<file path="src/rtl/mem_stage_ctrl.sv">
// MEM-stage controller and MEM/WB pipeline register: turns EX/MEM load/store
// requests into a dcache request/dhit handshake and stalls upstream until done.
module mem_stage_ctrl #(
   parameter int WORD_W  = 32,
   parameter int REG_W   = 5,
   parameter int TIMEOUT = 255
) (
   input  logic              CLK,
   input  logic              RST,
   input  logic              valid_EX_MEM,
   input  logic              dmemREN_EX_MEM,
   input  logic              dmemWEN_EX_MEM,
   input  logic [WORD_W-1:0] dmemaddr_EX_MEM,
   input  logic [WORD_W-1:0] dmemstore_EX_MEM,
   input  logic [WORD_W-1:0] result_EX_MEM,
   input  logic              WEN_EX_MEM,
   input  logic [REG_W-1:0]  wsel_EX_MEM,
   input  logic              mem_to_reg_EX_MEM,
   input  logic              halt_EX_MEM,
   input  logic              flush_MEM_WB,
   input  logic              dhit,
   input  logic [WORD_W-1:0] dmemload,
   output logic              dREN,
   output logic              dWEN,
   output logic [WORD_W-1:0] daddr,
   output logic [WORD_W-1:0] dstore,
   output logic              mem_stall,
   output logic              WEN_MEM_WB,
   output logic [REG_W-1:0]  wsel_MEM_WB,
   output logic [WORD_W-1:0] wdat_MEM_WB,
   output logic              halt_MEM_WB,
   output logic              mem_err,
   output logic [1:0]        dbg_state
);

   localparam int CNT_W = (TIMEOUT < 2) ? 1 : $clog2(TIMEOUT + 1);
   localparam logic [CNT_W-1:0] CNT_MAX  = CNT_W'(TIMEOUT);
   localparam logic [CNT_W-1:0] CNT_LAST = CNT_W'((TIMEOUT > 0) ? TIMEOUT - 1 : 0);
   localparam logic              TO_EN    = (TIMEOUT != 0);

   typedef enum logic [1:0] {
      IDLE   = 2'd0,
      WAIT   = 2'd1,
      HALTED = 2'd2
   } state_t;

   state_t           r_state;
   state_t           w_next;
   logic [CNT_W-1:0] r_cnt;
   logic             w_memop;
   logic             w_active;
   logic             w_capture;

   assign daddr     = dmemaddr_EX_MEM;
   assign dstore    = dmemstore_EX_MEM;
   assign dbg_state = r_state;

   // Handshake: a request is held on dREN/dWEN until the cycle dhit is seen;
   // dhit only counts while a request is presented, and nothing is requested once halted.
   always_comb begin
      w_memop   = valid_EX_MEM & (dmemREN_EX_MEM | dmemWEN_EX_MEM);
      w_active  = (r_state != HALTED);
      dREN      = w_active & w_memop & dmemREN_EX_MEM;
      dWEN      = w_active & w_memop & dmemWEN_EX_MEM;
      mem_stall = w_active & w_memop & ~dhit;
      w_capture = w_active & ~mem_stall & ~flush_MEM_WB;
      w_next    = r_state;
      case (r_state)
         IDLE: begin
            if (w_capture & valid_EX_MEM & halt_EX_MEM) w_next = HALTED;
            else if (w_memop & ~dhit)                 w_next = WAIT;
         end
         WAIT: begin
            if (w_capture & valid_EX_MEM & halt_EX_MEM) w_next = HALTED;
            else if (~mem_stall)                       w_next = IDLE;
         end
         HALTED:  w_next = HALTED;
         default: w_next = IDLE;
      endcase
   end

   always_ff @(posedge CLK) begin
      if (RST) r_state <= IDLE;
      else     r_state <= w_next;
   end

   // Counter restarts every time WAIT is entered; mem_err latches the edge it reaches TIMEOUT.
   always_ff @(posedge CLK) begin
      if (RST) begin
         r_cnt   <= '0;
         mem_err <= 1'b0;
      end else begin
         if (r_state != WAIT)                  r_cnt <= '0;
         else if (mem_stall && r_cnt != CNT_MAX) r_cnt <= r_cnt + 1'b1;
         if (TO_EN && r_state == WAIT && mem_stall && r_cnt == CNT_LAST)
            mem_err <= 1'b1;
      end
   end

   always_ff @(posedge CLK) begin
      if (RST) begin
         WEN_MEM_WB  <= 1'b0;
         wsel_MEM_WB <= '0;
         wdat_MEM_WB <= '0;
         halt_MEM_WB <= 1'b0;
      end else if (flush_MEM_WB) begin
         WEN_MEM_WB  <= 1'b0;
         wsel_MEM_WB <= '0;
         wdat_MEM_WB <= '0;
      end else if (w_capture) begin
         WEN_MEM_WB  <= valid_EX_MEM & WEN_EX_MEM;
         wsel_MEM_WB <= wsel_EX_MEM;
         wdat_MEM_WB <= mem_to_reg_EX_MEM ? dmemload : result_EX_MEM;
         halt_MEM_WB <= valid_EX_MEM & halt_EX_MEM;
      end else begin
         WEN_MEM_WB  <= 1'b0;
      end
   end

endmodule
</file>
<file path="config.mk">
export PLATFORM = sky130hd
export DESIGN_NAME = mem_stage_ctrl
export DESIGN_NICKNAME = d
export VERILOG_FILES = /design/src/rtl/mem_stage_ctrl.sv
export SDC_FILE = /design/constraint.sdc
export NUM_CORES = 1
export LEC_CHECK = 0
export ABC_CLOCK_PERIOD_IN_PS = 1500
export BUFFER_PORTS_ARGS = -buffer_cell sky130_fd_sc_hd__buf_2
export CAP_MARGIN = 10
export CELL_PAD_IN_SITES_DETAIL_PLACEMENT = 0
export CELL_PAD_IN_SITES_GLOBAL_PLACEMENT = 2
export CORE_AREA = 2 2 133 135
export CTS_CLUSTER_SIZE = 16
export DETAILED_ROUTE_END_ITERATION = 10
export DIE_AREA = 0 0 135 137
export GPL_TIMING_DRIVEN = 0
export HOLD_SLACK_MARGIN = 0.15
export PLACE_DENSITY = 0.73
export SLEW_MARGIN = 20
export SYNTH_ARGS = -nofsm -noshare
export SYNTH_HDL_FRONTEND = slang
export SYNTH_SLANG_ARGS = --single-unit
</file>
<file path="constraint.sdc">
create_clock -name CLK -period 1.5 [get_ports CLK]
set_clock_uncertainty 0.1 [all_clocks]
set_input_delay 0.075 -clock CLK [delete_from_list [all_inputs] [get_ports CLK]]
set_output_delay 0.075 -clock CLK [all_outputs]
set_load 0.005 [all_outputs]
</file>
## Word level (Yosys, flattened, before mapping)

Index checks and enable logic that the tools add are counted.

| storage, ports and cells | value |
|---|---|
| flip-flop bits (word level) | 50 |
| latch bits | 0 |
| bits in writable memories | 0 |
| ROM bits | 0 |
| input bits | 143 |
| output and inout bits | 109 |
| word-level logic and storage cells | 48 |
| memories | 0 |

| cells by class | value |
|---|---|
| add/subtract/negate cells | 1 |
| multiply operators | 0 |
| div/mod/pow operators | 0 |
| magnitude comparators | 0 |
| equality and inequality tests | 8 |
| shifts and indexed selects | 0 |
| multiplexer cells | 6 |
| bitwise operators | 17 |
| reductions and logical operators | 9 |

Operator list:

| kind | number |
|---|---|
| two-way mux 32 bit | 1 |
| bitwise AND 1 bit | 12 |
| adder 8 x 1 -> 8 bit (second input constant) | 1 |
| == test 8 bit (second input constant) | 1 |
| two-way mux 2 bit | 4 |
| inequality test 8 bit (second input constant) | 1 |
| inequality test 3 bit (second input constant) | 2 |
| case mux 2 bit (3 select lines) | 1 |
| NOT 1 bit | 4 |
| AND reduction 2 bit | 2 |
| OR reduction 2 bit | 2 |
| logical AND 1 bit | 3 |
| OR reduction 3 bit | 1 |
| == test 2 x 1 -> 1 bit (second input constant) | 1 |
| == test 2 bit (second input constant) | 1 |
| logical NOT 2 bit | 1 |
| inequality test 2 x 1 -> 1 bit (second input constant) | 1 |
| inequality test 2 bit (second input constant) | 1 |
| bitwise OR 1 bit | 1 |

## Longest topological paths before layout

Gate-level depths: netlist (run 1).

| depth | value |
|---|---|
| word-level depth | 11 |
| depth in mapped cells | 6 |

## Least setup slack after synthesis (run 1)

Ideal clock, no wire load.

| timing path | value |
|---|---|
| path kind | flip-flop to flip-flop |
| from | register r_state[1] (netlist: dbg_state[1]) |
| to | register r_cnt[7] |
| library setup time | 70 ps |
| data arrival time | 1524 ps |
| required time | 1330 ps |
| setup slack | -195 ps |
| stages on the path, launching flop included | 5 |
| buffers on the path | 0 |
| path through | dfxtp_1 > nor2b_1 > or3_4 > or4_1 > a21oi_1 |

| between the ends | value |
|---|---|
| longest elaborated chain between the ends | 4 |
| elaborated cells between the ends (all ways) | 6 |
| classes of those cells | 2 x eq/ne; 2 x bitwise; 2 x reduce/logical |

RTL lines:

| element | line | text |
|---|---|---|
| start: declaration | 47 | `state_t r_state;` |
| start signal: assignment | 84 | `else r_state <= w_next;` |
| inequality test 2 bit | 62 | `w_active = (r_state != HALTED);` |
| bitwise AND 1 bit (2 in a row) | 65 | `mem_stall = w_active & w_memop & ~dhit;` |
| logical AND 1 bit | 94 | `else if (mem_stall && r_cnt != CNT_MAX) r_cnt <= r_cnt + 1'b1;` |
| end signal: assignment | 94 |  |
| end: declaration | 49 | `logic [CNT_W-1:0] r_cnt;` |

Several ways; a longest one is shown, not always the timed one.
A chain may end at the register's enable or synchronous reset.

## Final worst setup path (run 1)

Ends and elaborated chain as after synthesis.

==> flow_summary.yaml, run 1 <==
run_status:
  status: "complete, but fails checks"
  violations: "negative setup slack"
power_and_ir_drop:
  p_per_area_mw_per_mm2: 727
  p_switching_uw: 984
  switching_share: 0.251
  p_comb_frac: 0.266
  p_int_uw: 2940
  clock_power_share: 0.376
  peakVddDrop_mv: 0.382
  p_leak_uw: 0.00258
  seq_power_share: 0.358
synth:
  synth_area_sq_mm: 0.00269
  synth_seq_cells: 50
  syn_inst: 301
  synth_nets: 446
  synth-seq-area-share: 0.372
  synthTopCellsByArea: "dfxtp_1, buf_4, mux2i_1"
  yosys.area.top_type: "dfxtp_1"
  synthDistinctLibCells: 38
  yosysTopAreaCellShare: 0.372
  yosysWarnings: 0
  syn_avg_cell_area_sq_um: 8.95
critical_path:
  critPathTopFamily: "simple AND/OR/NAND/NOR gates"
  worstSetupEndpointType: "flop"
  cp.required_ns: 1.63
  cp_num_buf_inv: 0
  slowest_stage: "or4_4"
  cp.arrival_ns: 1.77
  path_cells: "nor2b_4 -> or3_4 -> or4_4 -> a21oi_2"
  cp_max_fo: 5
  worst-setup-path-type: "flop to flop"
  start_kind: "flop"
  max_stage_delay_ns: 0.49
drt:
  vias_per_cell: 3.98
  vias: 3230
  drt_iter0_drc: 74
  drtPass1Iterations: 4
  drc: 0
  drt-total-wl_microns: 10500
  wl_per_cell_microns: 12.9
  ant_nets: 0
sta:
  fmax_ghz: 0.608
  fin_ws_ns: -0.143
  setup_viol: 3
  post-route-period-util: 1.10
  finalSetupTns_ns: -0.311
  period_minus_slack_ns: 1.64
  hold_viol_final: 0
  worst_slew_margin_rel: 0.503
  rsz0062_at_grt: "true"
  drv_slew: 0
  worst_pin_slew_ns: 0.745
cells_and_area:
  drive_above_1_share: 0.564
  final_nets: 731
  n_fill_cell: 1786
  diodes: 0
  area_growth_pct: 101
  fin_util: 0.317
floorplanning:
  fp.coreArea_sq_mm: 0.0171
  dieArea_sq_mm: 0.0185
  die_w_microns: 135
  start_util: 0.158
  die_h_microns: 137
  rows: 48
  io-pin-count: 252
global_route:
  grt_overflow: 0
  antenna_found_initial: 0
  grt_max_degree: 16
  grt_pass1_wl_microns: 15200
  grt_pass1_vias: 3250
  gr-usage-all-layers: 0.105
cts:
  htreeDepth: 2
  cts.root.buffer_cell: "clkbuf_16"
  cts_tree: "built"
  cts.clk_slew.worst_paths_ns: 0.07
  cts.sinks: 50
  cts_buffers: 5
  clkLatencyLatePin_ns: 0.29
  cts_buffer_depth: 2
placed_design:
  dp_hpwl_microns: 7130
  place_congestion: 0.713
  port_buffers: 186
min_path:
  hold_class: "input pin to primary output"
job:
  max_cap_viol_count: 0
==> registers in the layout, indices dropped and copies added (netlist names) <==
name / count
dbg_state: 2
r_cnt: 8
wsel_MEM_WB: 5
mem_err: 1
wdat_MEM_WB: 32
halt_MEM_WB: 1
WEN_MEM_WB: 1
==> kinds of logic (layout without fill, tap and decap cells) <==
| kind of cell | Yosys count | after routing | share of synthesized area |
|---|---|---|---|
| AND/OR/NAND/NOR | 77 | 77 | 0.136 |
| adder cells (fa/ha/maj) | 2 | 2 | 0.00929 |
| multiplexers | 38 | 38 | 0.141 |
| buffers and inverters | 82 | 368 | 0.205 |
| AO/OA/AOI/OAI | 52 | 52 | 0.137 |
| flip-flops | 50 | 50 | 0.372 |
==> path summary, 6_finish.rpt <==
check	cells past startpoint	end	start	slack, ns
min	2	dstore[3]	dmemstore_EX_MEM[3]	0.22
max reg2reg	4	r_cnt[7]	dbg_state[1]	-0.14
min reg2reg	2	r_cnt[5]	r_cnt[5]	0.38
max	4	r_cnt[7]	dbg_state[1]	-0.14
==> layout by cell type, fill, tap and decap left out, types with 2 or more instances in the layout <==
master and n:
buf_2 186, dlygate4sd3_1 79, buf_4 72, dfxtp_1 45
nor2_1 43, mux2i_1 38, a211oi_2 31, clkbuf_16 9
nand2_1 7, a21oi_1 7, nand3_1 6, buf_8 5
and3_1 4, clkbuf_1 4, buf_12 3, dfxtp_2 3
inv_1 2, a31oi_1 2, o21ai_0 2, nor4_1 2
nor3_1 2, clkbuf_2 2, dfxtp_4 2
==> cells in the mapped netlist <==
cell type / instances
buf_4: 64
dfxtp_1: 50
nor2_1: 43
mux2i_1: 38
a211oi_1: 32
a21oi_1: 8
clkbuf_1: 7
nand2_1: 7
nand3_1: 6
buf_1: 5
and3_1: 4
buf_2: 3
a31oi_1: 2
ha_1: 2
inv_1: 2
nand2b_1: 2
nor3_1: 2
nor4_1: 2
o21ai_0: 2
or4_1: 2
a21o_1: 1
a311oi_1: 1
a41o_1: 1
and4_1: 1
and4b_1: 1
clkinv_1: 1
nand2b_2: 1
nand4_1: 1
nor2b_1: 1
nor3b_1: 1
nor4b_1: 1
o2111ai_1: 1
o211a_1: 1
o21ai_1: 1
o31ai_1: 1
o41ai_1: 1
or2_2: 1
or3_4: 1
==> through the flow <==
step / instances / hold slack [ns] / power [uW] / cell area, sq um / setup WS [ns]
6_report: 812 / 0.215 / 3930 / 5400 / -0.143
5_1_grt: 812 / 0.218 / 4150 / 5400 / -0.189
4_1_cts: 807 / 0.158 / 3900 / 5120 / -0.144
3_5_place_dp: 712 / 0.216 / 2130 / 3920 / -0.449
3_3_place_gp: 712 / 0.212 / 2120 / 3920 / -0.419
2_1_floorplan: 301 / 0.0344 / 1810 / 2710 / -0.0889
==> power by group through the flow <==
stage          Sequential [uW]  Combinational (uW)  Clock, uW
3_5_place_dp              1440                 693          0
5_1_grt                   1410                1140       1590
6_report                  1410                1040       1480
2_1_floorplan             1440                 367          0
4_1_cts                   1410                 939       1550
3_3_place_gp              1440                 686          0
==> metal layers <==
metal / global-route usage / routed length [microns]
met1: 0.116 / 4080
met2: 0.189 / 5330
met3: 0.0322 / 834
met4: 0.0382 / 242
met5: 0 / 0
==> layout make-up <==
cell class | instances | area (sq um) | area share
flip-flops and latches | 50 | 1010 | 0.187
repair buffers | 279 | 1920 | 0.355
plain buffers | 78 | 617 | 0.114
clock inverters | 1 | 30.0 | 0.00556
clock buffers | 7 | 164 | 0.0303
multi-input cells | 169 | 1370 | 0.253
inverters | 3 | 12.5 | 0.00232
well taps | 225 | 282 | 0.0521
==> repair_timing <==
item,4_1_cts,5_1_grt
hold endpoints to repair,44,1
setup endpoints to repair,47,47
hold buffers,79,1
gates resized for setup,38,43
setup buffers,7,3
cloned,1,3
pin swaps,3,5
Power figures use the tool's default switching activity.
==> run 2, diff against run 1 <==
--- a/config.mk
+++ b/config.mk
@@ -17,6 +17,7 @@
 export GPL_TIMING_DRIVEN = 0
 export HOLD_SLACK_MARGIN = 0.15
 export PLACE_DENSITY = 0.73
+export REMOVE_ABC_BUFFERS = 1
 export SLEW_MARGIN = 20
 export SYNTH_ARGS = -nofsm -noshare
 export SYNTH_HDL_FRONTEND = slang
==> run 2 against run 1 <==
Against the previous run:
- the run now fails in clock tree synthesis
- synthesized cell count did not move
- synthesized area did not move
==> flow_summary.yaml, run 2 <==
synth:
  synth_top_family_by_area: "buffers and inverters"
  syn_avg_cell_area_sq_um: 8.95
  synth_mux_area_frac: 0.141
  synth_flop_cell: "dfxtp_1"
  synthDistinctLibCells: 38
  synth-seq-area-share: 0.372
  synth_edf_count: 0
  synth_simple_gate_area_share: 0.136
  ys_top_cells_by_count: "buf_4, dfxtp_1, nor2_1"
  ys_async_sr_fraction: 0
  yosys.area.top_type: "dfxtp_1"
  syn_inst: 301
  synth_compound_area_frac: 0.137
  yosysWarnings: 0
  yosysMostFrequentCell: "buf_4"
  yosysTopAreaCellShare: 0.372
  synthAdderAreaFrac: 0.00929
  synth_area_sq_mm: 0.00269
  synthTopCellsByArea: "dfxtp_1, buf_4, mux2i_1"
  synth_seq_cells: 50
  synth_xor_area_frac: 0
floorplanning:
  start_util: 0.158
  io-pin-count: 252
  die_w_microns: 135
  die_h_microns: 137
  rows: 48
cts:
  cts.sinks: 50
  cts_buffer_depth: 2
  ctsHoldBuffers: 118
  htreeDepth: 2
  post_cts_buffers: 5
  cts_buffers: 5
  cts_resized: 13
  cts.root.buffer_cell: "clkbuf_16"
placed_design:
  dpl_cell_area_sq_mm: 0.00309
  place_congestion: 0.676
  dp_hpwl_microns: 7680
  place_ws_ns: -0.296
  port_buffers: 123
run_status:
  error: "[ERROR RSZ-0060] Max buffer count reached."
  stop_stage: "clock tree synthesis"
  status: "did not finish"
## run 2: cell counts after synthesis
No cell type changed its count.
## run 2: kinds of logic after synthesis
kind of cell | after synthesis
buf+inv | 82
simple gates | 77
compound gates | 52
flops | 50
mux | 38
fa+ha+maj | 2
## run 2: stage by stage
step / cells / util / hold WS, ns
after floorplan: 222 / - / 0.0441
after global placement: 570 / 0.179 / 0.0500
after detailed placement: 571 / 0.181 / 0.0500
==> run 3, diff against run 2 <==
==> config.mk (replaced) <==
export PLATFORM = sky130hd
export DESIGN_NAME = mem_stage_ctrl
export DESIGN_NICKNAME = d
export VERILOG_FILES = /design/src/rtl/mem_stage_ctrl.sv
export SDC_FILE = /design/constraint.sdc
export NUM_CORES = 1
export LEC_CHECK = 0
export ABC_CLOCK_PERIOD_IN_PS = 2000
export BUFFER_PORTS_ARGS = -buffer_cell sky130_fd_sc_hd__buf_2
export CAP_MARGIN = 10
export CORE_AREA = 2 2 98 100
export DETAILED_ROUTE_END_ITERATION = 10
export DIE_AREA = 0 0 100 102
export GPL_TIMING_DRIVEN = 0
export PLACE_DENSITY_LB_ADDON = 0.15
export REMOVE_ABC_BUFFERS = 1
export SLEW_MARGIN = 20
export SYNTH_ARGS = -nofsm -noshare
export SYNTH_HDL_FRONTEND = slang
export SYNTH_SLANG_ARGS = --single-unit
==> constraint.sdc (replaced) <==
create_clock -name CLK -period 2 [get_ports CLK]
set_clock_uncertainty 0.1 [all_clocks]
set_input_delay 0.1 -clock CLK [delete_from_list [all_inputs] [get_ports CLK]]
set_output_delay 0.1 -clock CLK [all_outputs]
set_load 0.005 [all_outputs]
==> run 3 against run 2 <==
Against the previous run:
- the run now ends clean
==> flow_summary.yaml, run 3 (same netlist as run 1, synthesis figures left out) <==
run_status:
  status: "complete, no violations"
global_route:
  antenna_found_initial: 0
  grt_pass1_wl_microns: 13600
  grt_overflow: 0
  grt_max_degree: 66
  gr-usage-all-layers: 0.182
  grt_pass1_vias: 2110
cts:
  post_cts_buffers: 0
  cts_tree: "built"
  clkLatencyLatePin_ns: 0.30
  htreeDepth: 2
  cts.root.buffer_cell: "clkbuf_8"
  cts.clk_slew.worst_paths_ns: 0.10
  cts_buffer_depth: 2
  cts.sinks: 50
  cts_buffers: 5
cells_and_area:
  largest-register: "wdat_MEM_WB"
  layout_common_cells: "buf_2, dfxtp_1, nor2_1, mux2i_1, a211oi_1"
  layout.cells.non_filler: 474
  reg_top3: "wdat_MEM_WB: 32 flops, r_cnt: 8 flops, wsel_MEM_WB: 5 flops"
  drive_above_1_share: 0.372
  largest_reg_flops: 32
  diodes: 0
  n_fill_cell: 987
  final_common_cell: "buf_2"
  area_growth_pct: 16.0
  final_nets: 507
floorplanning:
  die_w_microns: 100
  io-pin-count: 252
  fp.coreArea_sq_mm: 0.00911
  start_util: 0.296
  dieArea_sq_mm: 0.0102
  rows: 35
  die_h_microns: 102
critical_path:
  cp_max_fo: 6
  regToRegSetupSlack_ns: 0.17
  cp.required_ns: 2.13
  start_kind: "input pin"
  slowest_stage: "dlygate4sd3_1"
  worst_r2r_endpoint: "wdat_MEM_WB[1]"
  cp_num_buf_inv: 2
  cp.arrival_ns: 1.99
  reg2reg_from: "dbg_state[0]"
  worstSetupEndpointType: "flop"
  worst-setup-path-type: "input pin to flop"
  cp-startpoint: "valid_EX_MEM"
  critPathTopFamily: "simple AND/OR/NAND/NOR gates"
  max_stage_delay_ns: 0.52
  reg2reg_depth: 4
  path_cells: "dlygate4sd3_1 -> buf_2 -> nand2b_2 -> or3_4 -> or4_1 -> a21oi_1"
sta:
  worst_slew_margin_rel: 0.383
  worst_pin_slew_ns: 0.925
  hold_viol_final: 0
  fin_ws_ns: 0.143
  post-route-period-util: 0.928
  rsz0062_at_grt: "false"
  fmax_ghz: 0.539
  holdWs_ns: 0.0292
  setup_viol: 0
  period_minus_slack_ns: 1.86
  drv_slew: 0
  finalSetupTns_ns: 0
job:
  max_cap_viol_count: 0
power_and_ir_drop:
  peakVddDrop_mv: 0.265
  p_switching_uw: 520
  clock_power_share: 0.329
  p_leak_uw: 0.00150
  p_comb_frac: 0.162
  seq_power_share: 0.509
  p_int_uw: 1550
  p_per_area_mw_per_mm2: 663
  switching_share: 0.251
min_path:
  hold_end: "wdat_MEM_WB[21]"
  hold_path_depth: 3
  hold_class: "input pin to flop"
  hold_path_startpoint: "result_EX_MEM[21]"
placed_design:
  port_buffers: 123
  place_congestion: 0.829
  dp_hpwl_microns: 7740
  place_ws_ns: 0.135
  dp_cells: 456
drt:
  drc: 0
  vias_per_cell: 4.86
  ant_nets: 0
  drt-total-wl_microns: 9630
  vias: 2304
  drtPass1Iterations: 4
  drt_iter0_drc: 39
  wl_per_cell_microns: 20.3
==> run 3: per-stage QoR <==
step	util	power, uW	area (sq um)
3_3_place_gp	0.319	1400	2910
6_report	0.343	2070	3130
5_1_grt	0.343	2200	3130
2_1_floorplan	-	1230	2150
4_1_cts	0.343	2110	3130
3_5_place_dp	0.320	1410	2920
==> run 3: tightest hold or removal path: cells and delay by family <==
family                 cells  cell delay [ns]
multiplexers               1             0.11
buffers and inverters      1             0.09
AO/OA/AOI/OAI              1             0.08
==> run 3: timing repair <==
item | CTS | global route
gates resized for setup | 0 | 0
hold buffers | 10 | 0
endpoints found under the setup margin | 0 | 0
endpoints found under the hold margin | 10 | 0
==> run 3: layout make-up <==
class / instances / area (sq um) / share of cell area
multi-input cells: 169 / 1150 / 0.367
flip-flops and latches: 50 / 1000 / 0.320
repair buffers: 133 / 716 / 0.229
well taps: 111 / 139 / 0.0444
clock buffers: 8 / 110 / 0.0352
inverters: 3 / 11.3 / 0.00360
==> run 3: power groups by stage <==
| stage | combinational, uW | sequential (uW) | clock (uW) |
|---|---|---|---|
| finish | 335 | 1050 | 683 |
| global route | 379 | 1060 | 759 |
| CTS | 343 | 1050 | 716 |
| detailed placement | 328 | 1080 | 0 |
| global placement | 329 | 1080 | 0 |
| floorplan | 150 | 1080 | 0 |
==> run 3: worst max-delay path by stage <==
| stage | end | depth (start not counted) |
|---|---|---|
| 5_1_grt | wdat_MEM_WB[3] | 4 |
| 3_5_place_dp | wdat_MEM_WB[1] | 5 |
| 3_3_place_gp | wdat_MEM_WB[15] | 5 |
| 6_report | r_cnt[4] | 6 |
| 2_1_floorplan | wdat_MEM_WB[0] | 4 |
| 4_1_cts | wdat_MEM_WB[1] | 4 |
==> run 3: layer usage <==
metal | wire, microns | GRT usage | part of all wire
met1 | 3450 | 0.184 | 0.36
met2 | 4020 | 0.279 | 0.42
met3 | 1950 | 0.161 | 0.20
met4 | 206 | 0.0548 | 0.021
met5 | 0 | 0 | 0
==> run 4, diff against run 3 <==
--- a/config.mk
+++ b/config.mk
@@ -8,9 +8,9 @@
 export ABC_CLOCK_PERIOD_IN_PS = 2000
 export BUFFER_PORTS_ARGS = -buffer_cell sky130_fd_sc_hd__buf_2
 export CAP_MARGIN = 10
-export CORE_AREA = 2 2 98 100
+export CORE_AREA = 2 2 126 79
 export DETAILED_ROUTE_END_ITERATION = 10
-export DIE_AREA = 0 0 100 102
+export DIE_AREA = 0 0 128 81
 export GPL_TIMING_DRIVEN = 0
 export PLACE_DENSITY_LB_ADDON = 0.15
 export REMOVE_ABC_BUFFERS = 1
==> run 4 against run 3 <==
Against the previous run:
- die area increased by 1.6%
- fmax increased by 2.5%
- register-to-register slack improved by 0.02 ns
- via count increased by 3.4%
- first-iteration DRC count increased to 3.1 times the previous value
- flip-flop and latch count unchanged
==> flow_summary.yaml, run 4 (same netlist as run 1, synthesis figures left out) <==
run_status:
  status: "complete, no violations"
cts:
  cts.root.buffer_cell: "clkbuf_16"
  clkLatencyLatePin_ns: 0.29
  cts_buffers: 5
  post_cts_buffers: 0
  htreeDepth: 2
  cts_buffer_depth: 2
  cts.sinks: 50
  cts_tree: "built"
  cts.clk_slew.worst_paths_ns: 0.07
cells_and_area:
  area_growth_pct: 20.4
  drive_above_1_share: 0.374
  largest_reg_flops: 32
  multi_input_area_sq_mm: 0.00117
  register_area_sq_mm: 0.00100
  layout.cells.non_filler: 486
  layout_common_cells: "buf_2, dfxtp_1, nor2_1, mux2i_1, a211oi_1"
  reg_top3: "wdat_MEM_WB: 32 flops, r_cnt: 8 flops, wsel_MEM_WB: 5 flops"
  final_nets: 508
  design_area_sq_mm: 0.00324
  largest-register: "wdat_MEM_WB"
  n_fill_cell: 996
  final_common_cell: "buf_2"
drt:
  vias: 2383
  vias_per_cell: 4.90
  drtPass1Iterations: 6
  wl_per_cell_microns: 23.2
  drc: 0
  ant_nets: 0
  drt_iter0_drc: 121
  drt-total-wl_microns: 11300
placed_design:
  place_ws_ns: 0.0904
  port_buffers: 123
  place_congestion: 0.757
  dp_hpwl_microns: 8370
  dpl_cell_area_sq_mm: 0.00293
  dp_cells: 465
power_and_ir_drop:
  peakVddDrop_mv: 0.347
  p_per_area_mw_per_mm2: 781
  p_leak_uw: 0.00154
global_route:
  gr-usage-all-layers: 0.205
  antenna_found_initial: 3
  grt_max_degree: 66
  grt_overflow: 0
  grt_pass1_vias: 2233
  grt_pass1_wl_microns: 14800
sta:
  fmax_ghz: 0.552
  holdWs_ns: 0.0225
  worst_pin_slew_ns: 1.00
  worst_slew_margin_rel: 0.331
  drv_slew: 0
  hold_viol_final: 0
  period_minus_slack_ns: 1.81
  rsz0062_at_grt: "false"
  setup_viol: 0
  fin_ws_ns: 0.189
  post-route-period-util: 0.905
critical_path:
  cp.required_ns: 2.13
  worst-setup-path-type: "flop to flop"
  cp.arrival_ns: 1.94
  reg2reg_from: "dbg_state[1]"
  reg2reg_depth: 4
  cp_max_fo: 8
  worstSetupEndpointType: "flop"
  start_kind: "flop"
  cp-startpoint: "dbg_state[1]"
  endpoint: "r_cnt[4]"
  worst_r2r_endpoint: "r_cnt[4]"
  regToRegSetupSlack_ns: 0.19
floorplanning:
  start_util: 0.287
  rows: 28
  dieArea_sq_mm: 0.0104
  die_w_microns: 128
  io-pin-count: 252
  die_h_microns: 81
  fp.coreArea_sq_mm: 0.00939
min_path:
  hold_class: "input pin to flop"
job:
  max_cap_viol_count: 0
## run 4: cell types whose count changed in the layout (fill, tap and decap cells not counted), sizes merged
| cell | change |
|---|---|
| diode | +2 |
| clkbuf | -3 |
| o211a | +1 |
| clkinv | +1 |
| bufinv | +2 |
## run 4: worst min-delay path by stage
stage	from	end	cells past startpoint
after floorplan	RST	dbg_state[1]	1
after global placement	dmemstore_EX_MEM[20]	dstore[20]	0
after detailed placement	dmemstore_EX_MEM[20]	dstore[20]	0
after CTS	valid_EX_MEM	halt_MEM_WB	3
after global routing	valid_EX_MEM	halt_MEM_WB	3
final	valid_EX_MEM	halt_MEM_WB	3
## run 4: through the flow
stage	utilization	setup TNS [ns]	total power, uW
after floorplan	-	-2.36	1230
after global placement	0.311	-22.76	1410
after detailed placement	0.312	0	1410
after CTS	0.343	0	2560
after global routing	0.345	0	2650
final	0.345	0	2530
## run 4: timing repair
action,4_1_cts,5_1_grt
hold buffers,10,0
gates resized for setup,0,1
endpoints found under the setup margin,0,16
hold endpoints to repair,10,0
## run 4: layout make-up
| cell class | instances | area share |
|---|---|---|
| Antenna cell | 2 | 0.00154 |
| Clock buffer | 5 | 0.0386 |
| Clock inverter | 3 | 0.0212 |
| Inverter | 3 | 0.00347 |
| Multi-Input combinational cell | 170 | 0.360 |
| Sequential cell | 50 | 0.309 |
| Tap cell | 120 | 0.0463 |
| Timing Repair Buffer | 133 | 0.221 |
## run 4: where the power goes
| part | internal (uW) | switching (uW) | leakage [uW] |
|---|---|---|---|
| Clock | 719 | 399 | 0.0000940 |
| Sequential | 1030 | 22.2 | 0.000407 |
| Combinational | 172 | 186 | 0.00104 |
| Total | 1930 | 607 | 0.00154 |
## run 4: worst max-delay path, cell delays in order (launching register included)
cell	delay [ns]
dfxtp_1	0.39
nor2b_1	0.18
or3_4	0.42
or4_1	0.51
a21oi_1	0.15
## run 4: metal layers
layer | vias to the layer above | wire [microns] | track usage
met5 | - | 14 | 0.0196
met4 | 2 | 190 | 0.0560
met3 | 14 | 2390 | 0.215
met2 | 206 | 4020 | 0.251
met1 | 1037 | 4680 | 0.233
li1 | 1124 | - | -
